<file path="config.mk">
export PLATFORM = sky130hd
export DESIGN_NAME = buffer_write_arbiter
export DESIGN_NICKNAME = d
export VERILOG_FILES = /design/src/rtl/buf_arb_pkg.sv /design/src/rtl/rr_pick.sv /design/src/rtl/buffer_write_arbiter.sv
export SDC_FILE = /design/constraint.sdc
export NUM_CORES = 1
export LEC_CHECK = 0
export ABC_AREA = 1
export CORE_MARGIN = 1.5
export CORE_UTILIZATION = 36
export CTS_CLUSTER_DIAMETER = 200
export DETAILED_ROUTE_END_ITERATION = 7
export PLACE_DENSITY = 0.79
export SETUP_SLACK_MARGIN = 0.4
export SLEW_MARGIN = 15
export SYNTH_ARGS = -nofsm -noshare
export SYNTH_HDL_FRONTEND = slang
export SYNTH_HIERARCHICAL = 1
export SYNTH_SLANG_ARGS = --single-unit
</file>
<file path="constraint.sdc">
create_clock -name clk -period 3.85 [get_ports clk]
set_input_delay 0.9625 -clock clk [delete_from_list [all_inputs] [get_ports clk]]
set_output_delay 0.9625 -clock clk [all_outputs]
set_load 0.03 [all_outputs]
</file>
<file path="src/rtl/buf_arb_pkg.sv">
// Shared types and widths for the BufferMemory write arbiter and its round-robin picker.
package buf_arb_pkg;

    typedef enum logic [1:0] {
        ARB_IDLE  = 2'd0,
        ARB_GRANT = 2'd1,
        ARB_HOLD  = 2'd2
    } arb_state_t;

    // Default word width; matches BufferMemory in_data/out_data.
    localparam int BUF_DATA_W  = 35;
    localparam int GRANT_ID_W  = 3;
    localparam int BURST_CNT_W = 4;

endpackage

</file>
<file path="src/rtl/rr_pick.sv">
// Round-robin first-set finder: searches i_req from i_ptr upward with wrap; purely combinational.
module rr_pick
    import buf_arb_pkg::*;
#(
    parameter int N = 4
) (
    input  logic [N-1:0]            i_req,
    input  logic [GRANT_ID_W-1:0]   i_ptr,
    output logic [GRANT_ID_W-1:0]   o_idx,
    output logic                    o_any
);

    int w_dist;
    int w_best;

    // Winner is the set bit with the smallest forward distance from the pointer.
    always_comb begin
        o_idx  = '0;
        o_any  = 1'b0;
        w_dist = 0;
        w_best = N;
        for (int i = 0; i < N; i++) begin
            w_dist = (i >= int'(i_ptr)) ? (i - int'(i_ptr)) : (i + N - int'(i_ptr));
            if (i_req[i] && (w_dist < w_best)) begin
                w_best = w_dist;
                o_idx  = GRANT_ID_W'(i);
                o_any  = 1'b1;
            end
        end
    end

endmodule

</file>
<file path="src/rtl/buffer_write_arbiter.sv">
// Round-robin BufferMemory write arbiter: ack is same-cycle, word lands 1 cycle later; stalls in HOLD on ~buf_ready|buf_full.
// Per-requester word/stall counters are added when BUF_ARB_STATS_EN is defined.
module buffer_write_arbiter
    import buf_arb_pkg::*;
#(
    parameter int NUM_REQ   = 4,
    parameter int DATA_W    = BUF_DATA_W,
    parameter int MAX_BURST = 4
) (
    input  logic                        clk,
    input  logic                        reset,
    input  logic [NUM_REQ-1:0]          req_valid,
    input  logic [NUM_REQ*DATA_W-1:0]   req_data,
    output logic [NUM_REQ-1:0]          req_ack,
    input  logic                        buf_ready,
    input  logic                        buf_full,
    output logic [DATA_W-1:0]           buf_in_data,
    output logic                        buf_wr,
    output logic [GRANT_ID_W-1:0]       grant_id,
    output logic                        busy
`ifdef BUF_ARB_STATS_EN
    ,
    input  logic [2:0]                  stat_sel,
    output logic [15:0]                 stat_words,
    output logic [15:0]                 stat_stalls
`endif
);

    arb_state_t                 r_state;
    arb_state_t                 w_state_nxt;
    logic [GRANT_ID_W-1:0]      r_grant_id;
    logic [GRANT_ID_W-1:0]      r_ptr;
    logic [GRANT_ID_W-1:0]      w_winner;
    logic [GRANT_ID_W-1:0]      w_ptr_inc;
    logic                       w_any;
    logic [BURST_CNT_W-1:0]     r_cnt;
    logic [BURST_CNT_W-1:0]     w_cnt_inc;
    logic                       w_burst_done;
    logic                       w_sel_valid;
    logic [DATA_W-1:0]          w_sel_data;
    logic                       w_stall;
    logic                       w_accept;
    logic                       w_release;
    logic                       r_buf_wr;
    logic [DATA_W-1:0]          r_buf_data;

    rr_pick #(
        .N      (NUM_REQ)
    ) u_rr_pick (
        .i_req  (req_valid),
        .i_ptr  (r_ptr),
        .o_idx  (w_winner),
        .o_any  (w_any)
    );

    always_comb begin
        w_sel_valid = 1'b0;
        w_sel_data  = '0;
        for (int i = 0; i < NUM_REQ; i++) begin
            if (r_grant_id == GRANT_ID_W'(i)) begin
                w_sel_valid = req_valid[i];
                w_sel_data  = req_data[i*DATA_W +: DATA_W];
            end
        end
    end

    assign w_stall      = ~buf_ready | buf_full;
    assign w_cnt_inc    = r_cnt + BURST_CNT_W'(1);
    assign w_burst_done = (w_cnt_inc == BURST_CNT_W'(MAX_BURST));
    assign w_ptr_inc    = (r_grant_id == GRANT_ID_W'(NUM_REQ - 1)) ? '0
                                                                   : r_grant_id + GRANT_ID_W'(1);

    always_ff @(posedge clk or posedge reset) begin
        if (reset) begin
            r_state <= ARB_IDLE;
        end else begin
            r_state <= w_state_nxt;
        end
    end

    // A valid drop with buf_ready high releases the port even if the buffer reports full.
    always_comb begin
        w_state_nxt = r_state;
        case (r_state)
            ARB_IDLE: begin
                if (w_any) w_state_nxt = ARB_GRANT;
            end
            ARB_GRANT: begin
                if (w_accept) begin
                    if (w_burst_done) w_state_nxt = ARB_IDLE;
                end else if (~w_sel_valid & buf_ready) begin
                    w_state_nxt = ARB_IDLE;
                end else begin
                    w_state_nxt = ARB_HOLD;
                end
            end
            ARB_HOLD: begin
                if (~w_stall) w_state_nxt = ARB_GRANT;
            end
            default: w_state_nxt = ARB_IDLE;
        endcase
    end

    always_comb begin
        w_accept  = (r_state == ARB_GRANT) & w_sel_valid & ~w_stall;
        w_release = (r_state == ARB_GRANT) & (w_state_nxt == ARB_IDLE);
        busy      = (r_state != ARB_IDLE);
        req_ack   = '0;
        for (int i = 0; i < NUM_REQ; i++) begin
            req_ack[i] = w_accept & (r_grant_id == GRANT_ID_W'(i));
        end
    end

    always_ff @(posedge clk or posedge reset) begin
        if (reset) begin
            r_grant_id <= '0;
            r_ptr      <= '0;
            r_cnt      <= '0;
            r_buf_wr   <= 1'b0;
            r_buf_data <= '0;
        end else begin
            r_buf_wr   <= w_accept;
            r_buf_data <= w_accept ? w_sel_data : '0;
            if ((r_state == ARB_IDLE) && w_any) begin
                r_grant_id <= w_winner;
                r_cnt      <= '0;
            end
            if (w_accept) begin
                r_cnt <= w_cnt_inc;
            end
            if (w_release) begin
                r_ptr <= w_ptr_inc;
                r_cnt <= '0;
            end
        end
    end

    assign buf_wr      = r_buf_wr;
    assign buf_in_data = r_buf_data;
    assign grant_id    = r_grant_id;

`ifdef BUF_ARB_STATS_EN
    logic [15:0] r_words  [NUM_REQ];
    logic [15:0] r_stalls [NUM_REQ];

    always_ff @(posedge clk or posedge reset) begin
        if (reset) begin
            for (int i = 0; i < NUM_REQ; i++) begin
                r_words[i]  <= '0;
                r_stalls[i] <= '0;
            end
        end else begin
            for (int i = 0; i < NUM_REQ; i++) begin
                if (w_accept && (r_grant_id == GRANT_ID_W'(i)) && (r_words[i] != 16'hFFFF)) begin
                    r_words[i] <= r_words[i] + 16'd1;
                end
                if ((r_state == ARB_HOLD) && (r_grant_id == GRANT_ID_W'(i)) &&
                    (r_stalls[i] != 16'hFFFF)) begin
                    r_stalls[i] <= r_stalls[i] + 16'd1;
                end
            end
        end
    end

    always_comb begin
        stat_words  = '0;
        stat_stalls = '0;
        for (int i = 0; i < NUM_REQ; i++) begin
            if (stat_sel == 3'(i)) begin
                stat_words  = r_words[i];
                stat_stalls = r_stalls[i];
            end
        end
    end
`endif

endmodule

</file>
Word level (Yosys, flattened, before mapping)
Index checks and enable logic that the tools add are counted.
{"block": "word_totals", "regBits": 48, "input_bits": 148, "output_inout_bits": 44, "word_cells": 85}
{"block": "classes", "add_sub_neg": 10, "n_lt_le_gt_ge": 8, "eq_ne": 6, "mux": 33, "bitwise_logic": 12, "n_reduce_logical": 10}
{"cell": "32-bit 2-to-1 mux", "n": 7}
{"cell": "35-bit 2-to-1 mux", "n": 5}
{"cell": "32-bit less-than comparator", "n": 3}
{"cell": "32-bit by 4-bit less-than comparator with 1-bit output, second input constant", "n": 1}
{"cell": "3-bit by 3-bit subtractor with 4-bit output, first input constant", "n": 4}
{"cell": "2-bit 2-to-1 mux", "n": 7}
{"cell": "4-bit 2-to-1 mux", "n": 3}
{"cell": "1-bit 2-to-1 mux", "n": 9}
{"cell": "1-bit bitwise AND", "n": 8}
{"cell": "1-bit by 3-bit subtractor with 4-bit output, first input constant", "n": 2}
{"cell": "2-bit by 3-bit subtractor with 4-bit output, first input constant", "n": 2}
{"cell": "3-bit by 2-bit == test with 1-bit output, second input constant", "n": 2}
{"cell": "1-bit by 3-bit >= comparator with 1-bit output, first input constant", "n": 2}
{"cell": "2-bit by 3-bit >= comparator with 1-bit output, first input constant", "n": 2}
{"cell": "2-bit case mux with 3 select lines", "n": 1}
{"cell": "1-bit logical AND", "n": 5}
{"cell": "4-bit by 1-bit adder with 4-bit output, second input constant", "n": 1}
{"cell": "4-bit by 3-bit == test with 1-bit output, second input constant", "n": 1}
{"cell": "2-bit zero test", "n": 2}
{"cell": "3-bit by 1-bit adder with 3-bit output, second input constant", "n": 1}
{"cell": "3-bit by 1-bit == test with 1-bit output, second input constant", "n": 1}
{"cell": "3-bit zero test", "n": 1}
{"cell": "3-bit 2-to-1 mux", "n": 1}
{"cell": "1-bit NOT", "n": 3}
{"cell": "other kinds (5)", "n": 5}

Logic depth before layout (Yosys ltp)
Gate-level depths: netlist of run 1.
{"block": "depth", "word_depth": 19, "ltp_mapped": 40}

Hierarchy
The synthesis of run 1 kept the hierarchy.
{"mod": "buffer_write_arbiter", "n_inst": 1, "cells_per_inst": 383, "area_each_um2": 2959.1, "seq_area_each_um2": 1201.2}
{"mod": "rr_pick", "n_inst": 1, "cells_per_inst": 93, "area_each_um2": 518.0, "seq_area_each_um2": 0.0}

Worst setup path before layout of run 1
Ideal clock, no wire load.
{"block": "synth_path", "kind": "input -> register", "start": "input req_valid[0]", "end": "register r_cnt[1]", "setup_ps": 121, "arrival_time_ps": 4070, "t_required_ps": 3729, "setup_slack_ps": -341, "cell_stages": 31, "path_cell_list": "o21ai_0 inv_1 nand2_1 ha_1 nand2_1 nand2_1 nand2_1 nand2_1 nand2_1 nand2_1 inv_1 nand2_1 nand2_1 ha_1 inv_1 nor3_1 nand2_1 nand2_2 nand2_4 nand2_1 o21ai_0 ha_1 o21a_1 nand2_2 nand2_1 nand3_2 inv_2 a31oi_1 o21ai_4 o21bai_1 nand2_1"}
{"block": "synth_between", "elab_chain_cells": 16}
{"item": "start, declared", "line_no": "buffer_write_arbiter.sv:12", "text": "input logic [NUM_REQ-1:0] req_valid,"}
{"item": "1-bit logical AND (*)", "line_no": "rr_pick.sv:24", "text": "if (i_req[i] && (w_dist < w_best)) begin"}
{"item": "32-bit 2-to-1 mux", "line_no": "rr_pick.sv:24"}
{"item": "32-bit less-than comparator", "line_no": "rr_pick.sv:24"}
{"item": "1-bit logical AND", "line_no": "rr_pick.sv:24"}
{"item": "32-bit 2-to-1 mux", "line_no": "rr_pick.sv:24"}
{"item": "32-bit less-than comparator", "line_no": "rr_pick.sv:24"}
{"item": "1-bit logical AND", "line_no": "rr_pick.sv:24"}
{"item": "32-bit 2-to-1 mux", "line_no": "rr_pick.sv:24"}
{"item": "[... 2 more ...]"}
{"item": "1-bit 2-to-1 mux (*)", "line_no": "rr_pick.sv:24"}
{"item": "net w_any", "line_no": "buffer_write_arbiter.sv:35", "text": "logic w_any;"}
{"item": "2-bit 2-to-1 mux (*)", "line_no": "buffer_write_arbiter.sv:86", "text": "if (w_any) w_state_nxt = ARB_GRANT;"}
{"item": "2-bit case mux with 3 select lines (*)", "line_no": "buffer_write_arbiter.sv:84", "text": "case (r_state)"}
{"item": "net w_state_nxt[0]", "line_no": "buffer_write_arbiter.sv:30", "text": "arb_state_t w_state_nxt;"}
{"item": "2-bit zero test (*)", "line_no": "buffer_write_arbiter.sv:106", "text": "w_release = (r_state == ARB_GRANT) & (w_state_nxt == ARB_IDLE);"}
{"item": "1-bit bitwise AND (*)", "line_no": "buffer_write_arbiter.sv:106"}
{"item": "3-bit nonzero test (no line) / 4-bit 2-to-1 mux (equally long branches)"}
{"item": "end signal, assigned", "line_no": "buffer_write_arbiter.sv:129", "text": "r_cnt <= w_cnt_inc;"}
{"item": "end, declared", "line_no": "buffer_write_arbiter.sv:36", "text": "logic [BURST_CNT_W-1:0] r_cnt;"}
The timed path passes the listed nets; every way through them passes the cells marked *.
A chain may end at the register's enable or synchronous reset.

Worst setup path in the final report of run 1
{"block": "layout_path", "start": "register r_ptr[1]", "end": "register r_ptr[0]"}
{"block": "layout_between", "elab_chain_cells": 18}
{"item": "start, declared", "line_no": "buffer_write_arbiter.sv:32", "text": "logic [GRANT_ID_W-1:0] r_ptr;"}
{"item": "start signal, assigned", "line_no": "buffer_write_arbiter.sv:132", "text": "r_ptr <= w_ptr_inc;"}
{"item": "3-bit by 3-bit subtractor with 4-bit output (tied with other cells)", "line_no": "rr_pick.sv:23", "text": "w_dist = (i >= int'(i_ptr)) ? (i - int'(i_ptr)) : (i + N - int'(i_ptr));"}
{"item": "32-bit 2-to-1 mux", "line_no": "rr_pick.sv:23"}
{"item": "32-bit by 4-bit less-than comparator with 1-bit output", "line_no": "rr_pick.sv:24"}
{"item": "1-bit logical AND", "line_no": "rr_pick.sv:24"}
{"item": "32-bit 2-to-1 mux", "line_no": "rr_pick.sv:24"}
{"item": "32-bit less-than comparator", "line_no": "rr_pick.sv:24"}
{"item": "1-bit logical AND", "line_no": "rr_pick.sv:24"}
{"item": "32-bit 2-to-1 mux", "line_no": "rr_pick.sv:24"}
{"item": "[... 4 more ...]"}
{"item": "1-bit logical AND", "line_no": "rr_pick.sv:24"}
{"item": "1-bit 2-to-1 mux (*)", "line_no": "rr_pick.sv:24"}
{"item": "net w_any", "line_no": "buffer_write_arbiter.sv:35"}
{"item": "2-bit 2-to-1 mux (*)", "line_no": "buffer_write_arbiter.sv:86"}
{"item": "2-bit case mux with 3 select lines (*)", "line_no": "buffer_write_arbiter.sv:84"}
{"item": "net w_state_nxt[0]", "line_no": "buffer_write_arbiter.sv:30"}
{"item": "2-bit zero test (*)", "line_no": "buffer_write_arbiter.sv:106"}
{"item": "1-bit bitwise AND (*)", "line_no": "buffer_write_arbiter.sv:106"}
Marks and branches as above.

==> results of run 1 <==
-- timing repair --
| action | in CTS | in global routing |
|---|---|---|
| gates resized for setup | 22 | 19 |
| endpoints found under the setup margin | 15 | 12 |
| pin swaps | 21 | 30 |
| buffers inserted | 6 | 4 |
| hold buffers | 0 | 0 |
-- area by class of cell --
class | instances | area [um2] | area share [%]
Multi-Input combinational cell | 361 | 2150 | 35.9
Tap cell | 129 | 161 | 2.70
Timing Repair Buffer | 231 | 2200 | 36.7
Inverter | 36 | 139 | 2.32
Clock inverter | 3 | 68.8 | 1.15
Sequential cell | 48 | 1200 | 20.1
Clock buffer | 5 | 68.8 | 1.15
-- cells by family after synthesis --
family | share of synthesized area (%)
AO/OA/AOI/OAI | 17.2
flip-flops | 34.5
buffers and inverters | 8.10
XOR/XNOR | 0.756
adder cells (fa/ha/maj) | 6.84
other | 0.108
AND/OR/NAND/NOR | 32.5
-- worst paths after layout --
check,endpoint,cells after the start,start
worst max-delay path,r_ptr[0]$_DFFE_PP0N_,40,r_ptr[1]$_DFFE_PP0N_
worst min-delay path,r_cnt[3]$_DFFE_PP0P_,2,r_cnt[3]$_DFFE_PP0P_
worst max register to register,r_ptr[0]$_DFFE_PP0N_,40,r_ptr[1]$_DFFE_PP0N_
worst min register to register,r_cnt[3]$_DFFE_PP0P_,2,r_cnt[3]$_DFFE_PP0P_
max in group asynchronous,grant_id[0]$_DFFE_PP0P_,2,reset
min in group asynchronous,buf_in_data[29]$_DFF_PP0_,2,reset
-- through the flow --
step | power (uW) | hold slack, ns | util (%) | setup slack [ns] | instances
after floorplan | 2380 | 0.489 | - | -0.197 | 478
after detailed placement | 3320 | 0.521 | 60.9 | -0.979 | 795
after global placement | 3230 | 0.518 | 60.9 | -0.774 | 795
after global routing | 4520 | 0.574 | 64.4 | -0.492 | 813
final | 4210 | 0.543 | 64.4 | -0.274 | 813
after CTS | 3970 | 0.548 | 63.3 | -0.217 | 809
-- cells in the mapped netlist, types with 4 or more instances --
master / instances / area share (%)
nand3_1: 114 / 16
nand2_1: 103 / 11
dfrtp_1: 48 / 35
a21oi_1: 37 / 5.3
o211ai_1: 35 / 7.6
inv_1: 28 / 3.0
clkbuf_1: 21 / 2.3
ha_1: 19 / 6.8
o21ai_0: 12 / 1.7
nor2_1: 8 / 0.86
buf_1: 6 / 0.65
inv_2: 5 / 0.54
o21bai_1: 5 / 1.1
nand2_2: 4 / 0.72
-- power by group through the flow --
| stage | Clock [uW] | Combinational [uW] | Sequential, uW |
|---|---|---|---|
| CTS | 460 | 2900 | 619 |
| finish | 454 | 3130 | 620 |
| global route | 482 | 3410 | 629 |
| global placement | 0 | 2610 | 623 |
| detailed placement | 0 | 2700 | 627 |
| floorplan | 0 | 1690 | 691 |
-- worst register-to-register path, delay by kind of cell (launching register included) --
family / cells / cell delay [ns]
AO/OA/AOI/OAI: 5 / 0.47
adder cells (fa/ha/maj): 4 / 0.93
buffers and inverters: 6 / 0.44
AND/OR/NAND/NOR: 25 / 1.82
flip-flops: 1 / 0.41
-- routing by layer --
metal | vias up | share of wire, % | global-route usage [%]
li1 | 2051 | - | -
met1 | 1950 | 40 | 29.3
met2 | 172 | 50 | 45.2
met3 | 25 | 7.5 | 5.87
met4 | 0 | 2.4 | 7.05
met5 | - | 0 | 0
-- registers in the layout (all words and copies together) (netlist names) --
| register | cells |
|---|---|
| buf_in_data | 35 |
| r_cnt | 4 |
| grant_id | 3 |
| r_ptr | 3 |
| r_state | 2 |
| buf_wr | 1 |
==> qor.log, run 1 <==
[outcome] outcome complete, but fails checks
[outcome] violations in the final reports setup timing
[worst_hold_path] path type of the worst min-delay path reg -> reg
[floorplan] Die Width 101 um
[timing] hold violation count in the final report 0
[clock_network] Longest Clk Path Bufs 2
[pwr] clock network fraction of total power 10.8%
[synth] total number of yosys warnings 6
[floorplan] Core Footprint 9280 um2
[global_routing] largest net degree at the start of global routing 72
[timing] Worst Slack Setup Final -0.274 ns
[global_routing] final global-route overflow total 0
[clock_network] CTS Root Cell clkbuf_8
[finish] fraction of layout cells with a size suffix above 1 14.5%
[critical_path] crit-path max cell delay 0.41 ns
[pwr] proportion of total power due to net switching 48.4%
[run] Max Cap Viol 0
[pwr] largest vdd supply drop 0.361 mV
[pwr] Logic pwr share 74.5%
[critical_path] Worst Path Buf+Inv 6
[routing] via/cell ratio 5.16
[timing] count of endpoints failing setup in the final report 11
[timing] final count of pins violating max slew 0
[routing] first-pass iteration count of the detailed router 5
[clock_network] count of H-tree levels built during CTS 2
[clock_network] Worst-Skew Late Latency 0.31 ns
[routing] total wire length after detailed routing 13000 um
[synth] number of distinct library cells after synthesis 36
[routing] Remaining DRCs 0
[timing] unrepaired setup endpoints after global routing true
[finish] Total Nets Final 850
[placed_design] final estimated routing congestion in global placement 0.856
[critical_path] cell occurring most often along the worst timing path nand2_1
[synth] sequential cell area fraction in the yosys report 34.5%
[critical_path] kind of start point of the critical path register
[pwr] power density over the cells 703 nW/um2
[critical_path] Largest delay share family, worst path simple AND/OR/NAND/NOR gates
[critical_path] CP Capture Type register
[routing] overall via count from detail_route 4198
[placed_design] Area after DPL 5650 um2
[placed_design] estimated wirelength of the detail-placed design 9400 um
[routing] antenna-violating nets left 0
[floorplan] number of rows in the core area 35
[clock_network] clock sink count 48
[timing] total negative setup slack -2.19 ns
[synth] cell count after synthesis 476
[global_routing] initial antenna violation count 0
[pwr] reported leakage power 0.00263 uW
[timing] min cycle time layout 4.12 ns
[finish] most used cells in the layout excluding fill and tap cells 186 x clkdlybuf4s50_1, 114 x nand3_1, 93 x nand2_1, 48 x dfrtp_1, 42 x buf_4
[critical_path] setup slack of the worst register-to-register path -0.27 ns
[synth] flip-flop cell with the highest count after synthesis dfrtp_1
[synth] mean post-synth cell area 7.30 um2
[pwr] Int Power 2170 uW
[global_routing] All-Layer GR Usage 24.9%
[critical_path] highest fanout seen on the critical path 7
[global_routing] via count of the first global-routing pass 4130
[timing] clock tree skew after final layout 0.0124 ns
[clock_network] CTS tree built
[synth] Post-Syn Area 3480 um2
[pwr] part of the total power dissipated in sequential elements 14.7%
[timing] worst relative slew slack 26.1%
[global_routing] first-pass GRT wire length 20000 um
[timing] final clock period utilization by the worst path 107%
[synth] number of enable flip-flop cells after synthesis 0
[timing] Max Clk Rate 242 MHz
[placed_design] IO Port Bufs 191
[finish] area overhead of the layout relative to synthesis 72.1%
[timing] Least-Margin Pin Slew 1.10 ns
[synth] number of storage elements in the synthesis netlist 48
[finish] cell area after layout 5980 um2
[pwr] sw power 2040 uW
[critical_path] startpoint-to-endpoint class of the critical path reg -> reg
[routing] detail-routed net length per standard cell 16.0 um
[clock_network] number of buffers created by CTS 5
[floorplan] IO Pins 192
[critical_path] slowest stage cell, crit path dfrtp_1
[floorplan] floorplan die area 10300 um2
[synth] asr flop ratio synth 100%
[floorplan] Initial Util 37.5%
[routing] DRT iter0 DRCs 162
[critical_path] critical path data arrival time 4.37 ns
[finish] most frequent standard cell in the layout excluding fill and tap cells clkdlybuf4s50_1
[critical_path] worst endpoint required time 4.09 ns
[floorplan] die span in y 101 um
[finish] fill cell instance count of the final layout 794
[clock_network] register clock-pin slew on the reported worst setup and hold paths 0.10 ns
[finish] number of antenna cells inserted 0
Note: power is estimated with default switching activity, not from simulation.
==> run 2: changes to the inputs <==
--- a/config.mk
+++ b/config.mk
@@ -6,9 +6,10 @@
 export NUM_CORES = 1
 export LEC_CHECK = 0
 export ABC_AREA = 1
-export CORE_MARGIN = 1.5
+export CORE_MARGIN = 2
 export CORE_UTILIZATION = 36
 export CTS_CLUSTER_DIAMETER = 200
+export CTS_CLUSTER_SIZE = 25
 export DETAILED_ROUTE_END_ITERATION = 7
 export PLACE_DENSITY = 0.79
 export SETUP_SLACK_MARGIN = 0.4
==> run 2 against run 1 <==
The flow still finishes with violations (setup timing); sequential cell count unchanged; final cell count up 1.1%; core utilization up 1.7 points; total power up 11%; non-clock buffer count up 9; highest routed layer unchanged.
==> qor.log, run 2 (synthesis results as in run 1) <==
[critical_path] worst endpoint required time 4.04 ns [-0.05 ns]
[clock_network] number of buffers created by CTS 5 [unchanged]
[pwr] part of the total power dissipated in sequential elements 13.4% [-1.3 points]
[floorplan] IO Pins 192 [unchanged]
[worst_hold_path] worst hold path stage count 2 [unchanged]
[pwr] clock network fraction of total power 9.6% [-1.2 points]
[floorplan] Core Footprint 9330 um2 [+0.47%]
[routing] antenna-violating nets left 0 [unchanged]
[timing] min cycle time layout 4.26 ns [+0.134 ns]
[timing] Worst Slack Setup Final -0.409 ns [-0.134 ns]
[critical_path] highest fanout seen on the critical path 7 [unchanged]
[routing] total wire length after detailed routing 13600 um [+4.6%]
[timing] Least-Margin Pin Slew 0.823 ns [-0.279 ns]
[critical_path] setup slack of the worst register-to-register path -0.41 ns [-0.13 ns]
[timing] hold violation count in the final report 0 [unchanged]
[run] Max Cap Viol 0 [unchanged]
[finish] flip-flop count of the largest register, all copies and words added 35 [unchanged]
[critical_path] Largest delay share family, worst path simple AND/OR/NAND/NOR gates
[floorplan] floorplan die area 10500 um2 [+2.0%]
[critical_path] slowest stage cell, crit path dfrtp_1
[critical_path] cell occurring most often along the worst timing path nand2_1
[finish] Total Nets Final 859 [+1.1%]
[placed_design] IO Port Bufs 191 [unchanged]
[critical_path] CP Capture Type register
[floorplan] Initial Util 37.3% [-0.18 points]
[critical_path] number of cell instances on the worst register-to-register path 40 [unchanged]
[routing] detail-routed net length per standard cell 16.5 um [+3.4%]
[worst_hold_path] path type of the worst min-delay path reg -> reg
[pwr] reported leakage power 0.00272 uW [+3.3%]
[routing] DRT iter0 DRCs 204 [+26%]
[clock_network] clock sink count 48 [unchanged]
[outcome] outcome complete, but fails checks
[finish] Post-Route Utilization 66.2% [+1.7 points]
[critical_path] Worst Path Buf+Inv 9 [+3]
[finish] fraction of layout cells with a size suffix above 1 17.5% [+3.0 points]
[floorplan] number of rows in the core area 35 [unchanged]
[global_routing] largest net degree at the start of global routing 72 [unchanged]
[critical_path] kind of start point of the critical path register
[global_routing] initial antenna violation count 0 [unchanged]
[critical_path] crit-path max cell delay 0.39 ns [-0.02 ns]
[critical_path] startpoint-to-endpoint class of the critical path reg -> reg
[pwr] proportion of total power due to net switching 48.0% [-0.33 points]
[floorplan] Die Width 102 um [+0.99%]
[critical_path] Critical R2R Launch r_ptr[0]$_DFFE_PP0N_
[timing] unrepaired setup endpoints after global routing true
[routing] via/cell ratio 5.35 [+3.6%]
[placed_design] estimated wirelength of the detail-placed design 9440 um [+0.37%]
[timing] count of endpoints failing setup in the final report 11 [unchanged]
[timing] clock tree skew after final layout 0.0116 ns [-0.000780 ns]
[pwr] Logic pwr share 77.0% [+2.5 points]
[finish] cell area after layout 6170 um2 [+3.2%]
[clock_network] count of H-tree levels built during CTS 2 [unchanged]
[critical_path] reg2reg end r_cnt[2]$_DFFE_PP0P_
[global_routing] via count of the first global-routing pass 4299 [+4.1%]
[pwr] largest vdd supply drop 0.507 mV [+40%]
[routing] overall via count from detail_route 4398 [+4.8%]
[pwr] Int Power 2420 uW [+11%]
[clock_network] register clock-pin slew on the reported worst setup and hold paths 0.10 ns [about the same]
[timing] final count of pins violating max slew 0 [unchanged]
[finish] area overhead of the layout relative to synthesis 77.5%
[clock_network] Worst-Skew Late Latency 0.30 ns [about the same]
[placed_design] Area after DPL 5650 um2 [-0.13%]
[timing] Max Clk Rate 235 MHz [-3.2%]
[clock_network] Longest Clk Path Bufs 2 [unchanged]
[routing] first-pass iteration count of the detailed router 5 [unchanged]
[finish] most used cells in the layout excluding fill and tap cells 184 x clkdlybuf4s50_1, 113 x nand3_1, 87 x nand2_1, 48 x dfrtp_1, 45 x buf_4
[clock_network] CTS Root Cell clkbuf_8
[global_routing] All-Layer GR Usage 24.4% [-0.47 points]
[worst_hold_path] worst min-delay path endpoint r_cnt[3]$_DFFE_PP0P_
[global_routing] final global-route overflow total 0 [unchanged]
[routing] Remaining DRCs 0 [unchanged]
[global_routing] first-pass GRT wire length 20200 um [+1.0%]
[finish] most frequent standard cell in the layout excluding fill and tap cells clkdlybuf4s50_1
[finish] number of antenna cells inserted 0 [unchanged]
[clock_network] CTS tree built
[timing] total negative setup slack -3.25 ns [-1.06 ns]
[placed_design] final estimated routing congestion in global placement 0.862 [+0.77%]
[pwr] sw power 2230 uW [+9.7%]
[timing] final clock period utilization by the worst path 111% [+3.5 points]
[pwr] power density over the cells 753 nW/um2 [+7.1%]
[outcome] violations in the final reports setup timing
[critical_path] critical path data arrival time 4.45 ns [+0.08 ns]
[floorplan] die span in y 102 um [+0.99%]
[worst_hold_path] worst min-delay path startpoint r_cnt[3]$_DFFE_PP0P_
[timing] worst relative slew slack 45.1% [+19 points]
==> run 2: routing by layer <==
layer / part of all wire [%] / vias up / GRT usage, %
met1: 38 / 2067 / 28.5
met3: 7.3 / 38 / 5.34
met4: 3.2 / 0 / 9.03
met5: 0 / - / 0
met2: 52 / 230 / 43.9
li1: - / 2063 / -
==> run 2: what timing repair did <==
action | in CTS | in global routing
pin swaps | 36 | 33
hold buffers | 0 | 0
resized for setup | 35 | 37
endpoints found under the setup margin | 15 | 15
hold endpoints to repair | 0 | 0
setup buffers | 17 | 3
==> run 2: power by group through the flow <==
stage / sequential (uW) / combinational [uW] / clock (uW)
after global routing: 631 / 3900 / 472
after detailed placement: 627 / 2700 / 0
final: 622 / 3580 / 447
after CTS: 620 / 3130 / 457
after global placement: 623 / 2600 / 0
after floorplan: 691 / 1690 / 0
==> run 2: layout make-up <==
class | instances | area, um2
Multi-Input combinational cell | 361 | 2220
Clock inverter | 3 | 68.8
Clock buffer | 5 | 68.8
Timing Repair Buffer | 240 | 2310
Fill cell | 743 | 3150
Inverter | 36 | 140
Tap cell | 129 | 161
Sequential cell | 48 | 1200
==> run 2: worst max-delay path by stage <==
stage | endpoint | cells past startpoint | slack (ns) | start
global route | r_cnt[2]$_DFFE_PP0P_ | 40 | -0.68 | r_ptr[0]$_DFFE_PP0N_
detailed placement | r_cnt[2]$_DFFE_PP0P_ | 36 | -1.07 | req_valid[0]
global placement | r_cnt[2]$_DFFE_PP0P_ | 36 | -0.76 | req_valid[0]
finish | r_cnt[2]$_DFFE_PP0P_ | 40 | -0.41 | r_ptr[0]$_DFFE_PP0N_
CTS | r_cnt[2]$_DFFE_PP0P_ | 38 | -0.31 | r_ptr[0]$_DFFE_PP0N_
floorplan | r_cnt[2]$_DFFE_PP0P_ | 35 | -0.20 | req_valid[0]
==> run 2: stage by stage <==
stage                     hold slack (ns)  power (uW)  cells  setup slack, ns
after floorplan                     0.489        2380    478           -0.197
after global placement              0.512        3220    794           -0.761
after detailed placement            0.511        3330    794            -1.07
after CTS                           0.533        4210    819           -0.311
after global routing                0.571        5000    822           -0.676
final                               0.533        4650    822           -0.409
==> run 2: tightest hold or removal path, delay by kind of cell, from the launching register on <==
family / cells / cell delay (ns)
simple gates: 2 / 0.13
flops: 1 / 0.38
